==> config.mk <==
export PLATFORM = sky130hd
export DESIGN_NAME = pong_frame_scanner
export DESIGN_NICKNAME = d
export VERILOG_FILES = /design/src/rtl/pong_frame_scanner.sv
export SDC_FILE = /design/constraint.sdc
export NUM_CORES = 1
export LEC_CHECK = 0
export BUFFER_PORTS_ARGS = -buffer_cell sky130_fd_sc_hd__buf_2
export CAP_MARGIN = 0
export CORE_UTILIZATION = 50
export CTS_CLUSTER_SIZE = 30
export DETAILED_ROUTE_END_ITERATION = 7
export GPL_ROUTABILITY_DRIVEN = 0
export PLACE_DENSITY_LB_ADDON = 0.1
export SLEW_MARGIN = 20
export SYNTH_ARGS = -nofsm -noshare
export SYNTH_HDL_FRONTEND = slang
export SYNTH_SLANG_ARGS = --single-unit
==> constraint.sdc <==
create_clock -name clk -period 3.35 [get_ports clk]
set_input_delay 0.1675 -clock clk [delete_from_list [all_inputs] [get_ports clk]]
set_output_delay 0.1675 -clock clk [all_outputs]
set_load 0.05 [all_outputs]
==> src/rtl/pong_frame_scanner.sv <==
// Row-scanning pong renderer: one registered pixel row plus one-hot select per DWELL cycles, frame-coherent snapshots, score flash.
// Outputs change on the edge that loads a row (1-cycle register latency); en=0 freezes the scan, score_flash is still accepted.
module pong_frame_scanner #(
    parameter int WIDTH         = 8,
    parameter int HEIGHT        = 8,
    parameter int BIT_OF_WIDTH  = 3,
    parameter int BIT_OF_HEIGHT = 3,
    parameter int PADDLE_LEN    = 2,
    parameter int DWELL         = 1024,
    parameter int FLASH_FRAMES  = 3
) (
    input  logic                     clk,
    input  logic                     rst_n,
    input  logic                     en,
    input  logic [BIT_OF_WIDTH-1:0]  player_top,
    input  logic [BIT_OF_WIDTH-1:0]  player_down,
    input  logic [BIT_OF_WIDTH-1:0]  x_pos,
    input  logic [BIT_OF_HEIGHT-1:0] y_pos,
    input  logic                     ball_en,
    input  logic                     score_flash,
    output logic [WIDTH-1:0]         row_data,
    output logic [HEIGHT-1:0]        row_sel,
    output logic [BIT_OF_HEIGHT-1:0] row_idx,
    output logic                     frame_start,
    output logic                     flash_active
);

    localparam int DW  = $clog2(DWELL);
    localparam int FCW = $clog2(2 * FLASH_FRAMES + 1);
    localparam int BW1 = BIT_OF_WIDTH + 1;

    localparam logic [DW-1:0]            LP_DMAX = DW'(DWELL - 1);
    localparam logic [BIT_OF_HEIGHT-1:0] LP_HMAX = BIT_OF_HEIGHT'(HEIGHT - 1);
    localparam logic [BW1-1:0]           LP_PMAX = BW1'(WIDTH - PADDLE_LEN);
    localparam logic [BW1-1:0]           LP_XLIM = BW1'(WIDTH);
    localparam logic [FCW-1:0]           LP_FEND = FCW'(2 * FLASH_FRAMES);

    typedef enum logic [1:0] {S_IDLE, S_ARMED, S_FLASH} state_t;

    // A paddle that would run off the right edge is blanked rather than clipped.
    function automatic logic [WIDTH-1:0] paddle_mask(input logic [BIT_OF_WIDTH-1:0] p);
        logic [WIDTH-1:0] m;
        m = '0;
        if ({1'b0, p} <= LP_PMAX) begin
            for (int i = 0; i < PADDLE_LEN; i++) m[i] = 1'b1;
        end
        return m << p;
    endfunction

    function automatic logic [WIDTH-1:0] row_pixels(
        input logic [BIT_OF_HEIGHT-1:0] row,
        input logic [BIT_OF_WIDTH-1:0]  top,
        input logic [BIT_OF_WIDTH-1:0]  down,
        input logic [BIT_OF_WIDTH-1:0]  x,
        input logic [BIT_OF_HEIGHT-1:0] y,
        input logic                     ben
    );
        logic [WIDTH-1:0] pix;
        pix = '0;
        if (row == '0)     pix = pix | paddle_mask(top);
        if (row == LP_HMAX) pix = pix | paddle_mask(down);
        if (ben && (y == row) && ({1'b0, x} < LP_XLIM)) pix = pix | (WIDTH'(1) << x);
        return pix;
    endfunction

    logic [DW-1:0]            r_dwell_cnt;
    logic [BIT_OF_HEIGHT-1:0] r_row_idx;
    logic [WIDTH-1:0]         r_row_data;
    logic [HEIGHT-1:0]        r_row_sel;
    logic                     r_frame_start;
    logic                     r_flash_active;
    state_t                   r_state;
    logic [FCW-1:0]           r_frame_cnt;
    logic [BIT_OF_WIDTH-1:0]  r_sh_top;
    logic [BIT_OF_WIDTH-1:0]  r_sh_down;
    logic [BIT_OF_WIDTH-1:0]  r_sh_x;
    logic [BIT_OF_HEIGHT-1:0] r_sh_y;
    logic                     r_sh_ben;

    logic                     w_row_end;
    logic                     w_boundary;
    logic [BIT_OF_HEIGHT-1:0] w_row_nxt;
    logic [WIDTH-1:0]         w_row_pix;
    logic [FCW-1:0]           w_cnt_inc;
    logic                     w_blank;

    assign w_row_end  = en && (r_dwell_cnt == LP_DMAX);
    assign w_boundary = w_row_end && (r_row_idx == LP_HMAX);
    assign w_row_nxt  = (r_row_idx == LP_HMAX) ? '0 : r_row_idx + 1'b1;
    assign w_cnt_inc  = r_frame_cnt + 1'b1;

    // Row 0 bypasses the shadow registers so it already reflects the snapshot being taken.
    assign w_row_pix = row_pixels(w_row_nxt,
                                  w_boundary ? player_top  : r_sh_top,
                                  w_boundary ? player_down : r_sh_down,
                                  w_boundary ? x_pos       : r_sh_x,
                                  w_boundary ? y_pos       : r_sh_y,
                                  w_boundary ? ball_en     : r_sh_ben);

    // Blanking follows the flash state that will hold after this edge.
    always_comb begin
        w_blank = 1'b0;
        case (r_state)
            S_ARMED: w_blank = w_boundary;
            S_FLASH: begin
                if (score_flash)     w_blank = 1'b0;
                else if (w_boundary) w_blank = !w_cnt_inc[0] && (w_cnt_inc != LP_FEND);
                else                 w_blank = !r_frame_cnt[0];
            end
            default: w_blank = 1'b0;
        endcase
    end

    always_ff @(posedge clk or negedge rst_n) begin
        if (!rst_n) begin
            r_dwell_cnt   <= LP_DMAX;
            r_row_idx     <= LP_HMAX;
            r_row_data    <= '0;
            r_row_sel     <= '0;
            r_frame_start <= 1'b0;
            r_sh_top      <= '0;
            r_sh_down     <= '0;
            r_sh_x        <= '0;
            r_sh_y        <= '0;
            r_sh_ben      <= 1'b0;
        end else begin
            if (w_row_end) begin
                r_dwell_cnt <= '0;
                r_row_idx   <= w_row_nxt;
                r_row_data  <= w_blank ? '0 : w_row_pix;
                r_row_sel   <= HEIGHT'(1) << w_row_nxt;
            end else if (en) begin
                r_dwell_cnt <= r_dwell_cnt + 1'b1;
            end
            r_frame_start <= w_boundary;
            if (w_boundary) begin
                r_sh_top  <= player_top;
                r_sh_down <= player_down;
                r_sh_x    <= x_pos;
                r_sh_y    <= y_pos;
                r_sh_ben  <= ball_en;
            end
        end
    end

    always_ff @(posedge clk or negedge rst_n) begin
        if (!rst_n) begin
            r_state        <= S_IDLE;
            r_frame_cnt    <= '0;
            r_flash_active <= 1'b0;
        end else begin
            case (r_state)
                S_IDLE: begin
                    if (score_flash) begin
                        r_state        <= S_ARMED;
                        r_flash_active <= 1'b1;
                    end
                end
                S_ARMED: begin
                    if (w_boundary) begin
                        r_state     <= S_FLASH;
                        r_frame_cnt <= '0;
                    end
                end
                S_FLASH: begin
                    if (score_flash) begin
                        r_state <= S_ARMED;
                    end else if (w_boundary) begin
                        r_frame_cnt <= w_cnt_inc;
                        if (w_cnt_inc == LP_FEND) begin
                            r_state        <= S_IDLE;
                            r_flash_active <= 1'b0;
                        end
                    end
                end
                default: begin
                    r_state        <= S_IDLE;
                    r_flash_active <= 1'b0;
                end
            endcase
        end
    end

    assign row_data     = r_row_data;
    assign row_sel      = r_row_sel;
    assign row_idx      = r_row_idx;
    assign frame_start  = r_frame_start;
    assign flash_active = r_flash_active;

endmodule

==> flow_summary.json <==
{
  "fillers": 503,
  "slowest_stage": "dfstp_2",
  "hold_path.class": "input port to asynchronous set/reset pin",
  "finalHoldViolations": 0,
  "antenna_found_initial": 0,
  "cp-start-kind": "flip-flop",
  "yosysSeqAreaShare_pct": 42.9,
  "drive_above_1_share_pct": 21.0,
  "clk_latency_ps": 300,
  "ys_warn_count": 0,
  "worstMarginPinSlew_ps": 967,
  "cellLeakagePower_uw": 0.00154,
  "synthesis.nets": 337,
  "slew_viol_final": 0,
  "synth_compound_area_share_pct": 14.9,
  "finalClockSkew_ps": 12.2,
  "cts_tree": "built",
  "die_w_um": 78.1,
  "vias": 2259,
  "layout_setup_ws_ps": 732,
  "crit_path_frequent_cell": "ha_1",
  "yosys_register_bits": 49,
  "synth_common_cells": "nand2_1 (53), dfrtp_1 (36), o21ai_0 (17)",
  "num_antenna_cells": 0,
  "crit_chain": "ha_1, ha_1, nand4_4, buf_4, mux2_2, xor2_1, nand4_1, o211ai_2",
  "p_clk_share_pct": 28.1,
  "rsz0062_at_grt": "false",
  "num_rows": 27,
  "via_per_inst": 5.51,
  "slew_headroom_pct": 35.6,
  "yosys.cell_count.top_type": "nand2_1",
  "yosysTopAreaCellShare_pct": 31.1,
  "grt_overflow": 0,
  "worstSetupPathType": "flip-flop to flip-flop",
  "worst_ep_arrival_time_ps": 2840,
  "cp.required_ps": 3570,
  "final_cells": 410,
  "cts_made_buffers": 5,
  "totalWireLength_um": 6090,
  "synth_edf_count": 0,
  "pre_cts_slack_ps": 775,
  "clk_pin_slew_ps": 90,
  "synth_fa_ha_area_share_pct": 6.04,
  "fin_util_pct": 57.8,
  "clkSinkCount": 49,
  "syn_avg_cell_area_um2": 9.47,
  "synthCells": 306,
  "coreArea_um2": 5540,
  "fmax_mhz": 382,
  "ys_types": 49,
  "ant_nets": 0,
  "grt_usage_pct": 21.3,
  "drt_first_pass_iters": 4,
  "muxShareOfSynthArea_pct": 7.21,
  "fin_setup_tns_ps": 0,
  "syn-cell-area_um2": 2900,
  "vdd_ir_drop_max_mv": 0.231,
  "drc": 0,
  "grt_max_degree": 44,
  "internal_power_uw": 885,
  "grt_pass1_wl_um": 10200,
  "start_util_pct": 52.3,
  "seq_power_share_pct": 55.9,
  "ys.flop_type": "dfrtp_1",
  "holdBufCountCts": 0,
  "place_inst": 402,
  "grt_pass1_vias": 2176,
  "buffer_ports.inserted": 37,
  "area_growth_pct": 10.6,
  "fp.dieH_um": 78.1,
  "routedWlPerCell_um": 14.8,
  "switchingPower_uw": 378,
  "synthXorXnorAreaFrac_pct": 4.19,
  "async_flop_share_pct": 100,
  "reg2regPathDepth": 8,
  "drt_iter0_drc": 121,
  "slowest_delay_ps": 580,
  "fin_nets": 368,
  "cts-htree-levels": 2,
  "synth-simple-area-share_pct": 20.4,
  "synth_top_family_by_area": "simple AND/OR/NAND/NOR gates",
  "p_comb_share_pct": 16.0,
  "drv_cap": 0,
  "clock-root-buffer": "clkbuf_8",
  "cp_max_fo": 26,
  "clk_path_buf_depth": 2,
  "status": "finished clean",
  "die_area_um2": 6100,
  "io_pins": 38,
  "powerDensity_nw_per_um2": 394,
  "post_cts_resized": 0,
  "min_period_ps": 2620,
  "critPathCaptureType": "flip-flop",
  "cts_setup_buffers": 0,
  "final.period_utilization_pct": 78.2,
  "synth_area_leaders": "dfrtp_1 (31%), dfstp_2 (12%), nand2_1 (6.9%)",
  "power.switching_fraction_pct": 29.9,
  "synth_top_area_cell": "dfrtp_1",
  "setup_viol": 0,
  "dp_hpwl_um": 4380
}
==> logic make-up after synthesis <==
logic type,after synthesis
and+or+nand+nor,117
AOI/OAI and AO/OA,65
DFF,49
buffers and inverters,29
muxes,19
adders and majority gates,14
xor gates and xnor gates,13
==> flip-flops by register name, summed over array words and instances (netlist names) <==
register      count
r_dwell_cnt      10
r_frame_cnt       3
r_sh_ben          1
row_idx           3
r_sh_x            3
r_sh_y            3
r_sh_top          3
flash_active      1
r_sh_down         3
frame_start       1
row_sel           8
r_state           2
row_data          8
==> worst max-delay path: cells and delay by family (launching register included) <==
kind	cells	cell delay (ps)
DFF	1	580
adders and majority gates	2	550
and+or+nand+nor	2	340
muxes	1	330
xor gates and xnor gates	1	280
buffers and inverters	1	270
AOI/OAI and AO/OA	1	180
==> path summary, 6_finish.rpt <==
kind / start / slack [ps] / endpoint
worst max-delay path: row_idx[0] / 730 / row_data[4]
worst min-delay path: rst_n / 10 / row_sel[7]
worst max register to register: row_idx[0] / 730 / row_data[4]
worst min register to register: row_sel[5] / 490 / row_sel[5]
max in group asynchronous: rst_n / 2670 / r_sh_top[1]
min in group clk: y_pos[0] / 60 / r_sh_y[0]
==> placed cells by master (no fill, tap or decap), types with 3 or more instances in the layout <==
| cell type | Yosys | final |
|---|---|---|
| xor2_1 | 6 | 6 |
| nand4_1 | 10 | 10 |
| a2bb2oi_1 | 8 | 8 |
| nor3b_1 | 5 | 5 |
| mux2_4 | 3 | 3 |
| nand2_1 | 53 | 53 |
| mux2_2 | 3 | 3 |
| buf_2 | 3 | 37 |
| o21ai_0 | 17 | 17 |
| o21ai_1 | 9 | 9 |
| ha_1 | 14 | 14 |
| nor2_1 | 12 | 12 |
| inv_1 | 12 | 12 |
| buf_4 | 2 | 3 |
| nand3b_1 | 4 | 4 |
| xnor2_1 | 6 | 6 |
| nand2b_1 | 10 | 10 |
| clkbuf_8 | 0 | 5 |
| a21oi_1 | 9 | 9 |
| a21o_1 | 3 | 3 |
| dfstp_2 | 13 | 13 |
| a22o_1 | 3 | 3 |
| mux2i_1 | 13 | 13 |
| dfrtp_1 | 36 | 36 |
| nand3_1 | 10 | 10 |
==> power by group through the flow <==
stage / Clock, uW / Combinational [uW] / Sequential (uW)
after floorplan: 0 / 126 / 726
after global placement: 0 / 201 / 714
after detailed placement: 0 / 206 / 716
after CTS: 365 / 205 / 706
after global routing: 388 / 230 / 717
final: 354 / 202 / 707
==> metal layers <==
layer	vias up	wire (um)	global-route usage (%)
li1	1141	-	-
met1	1070	2970	29.2
met2	46	2880	34.5
met3	2	211	3.84
met4	0	24	5.74
met5	-	0	0
==> per-stage QoR <==
stage          power (uW)  hold WS, ps  area, um^2
6_report             1260         10.9        3200
4_1_cts              1280         39.7        3200
3_5_place_dp          921          376        3120
5_1_grt              1330         58.4        3200
3_3_place_gp          915          370        3120
2_1_floorplan         852         -128        2900
==> layout make-up <==
class | count | area, um^2 | area share [%]
multi-input cells | 228 | 1530 | 47.7
flip-flops and latches | 49 | 1240 | 38.8
clock inverters | 2 | 15.0 | 0.469
inverters | 13 | 48.8 | 1.52
clock buffers | 6 | 72.6 | 2.26
repair buffers | 40 | 208 | 6.48
well taps | 72 | 90.1 | 2.81
(Power assumes the default switching activity.)
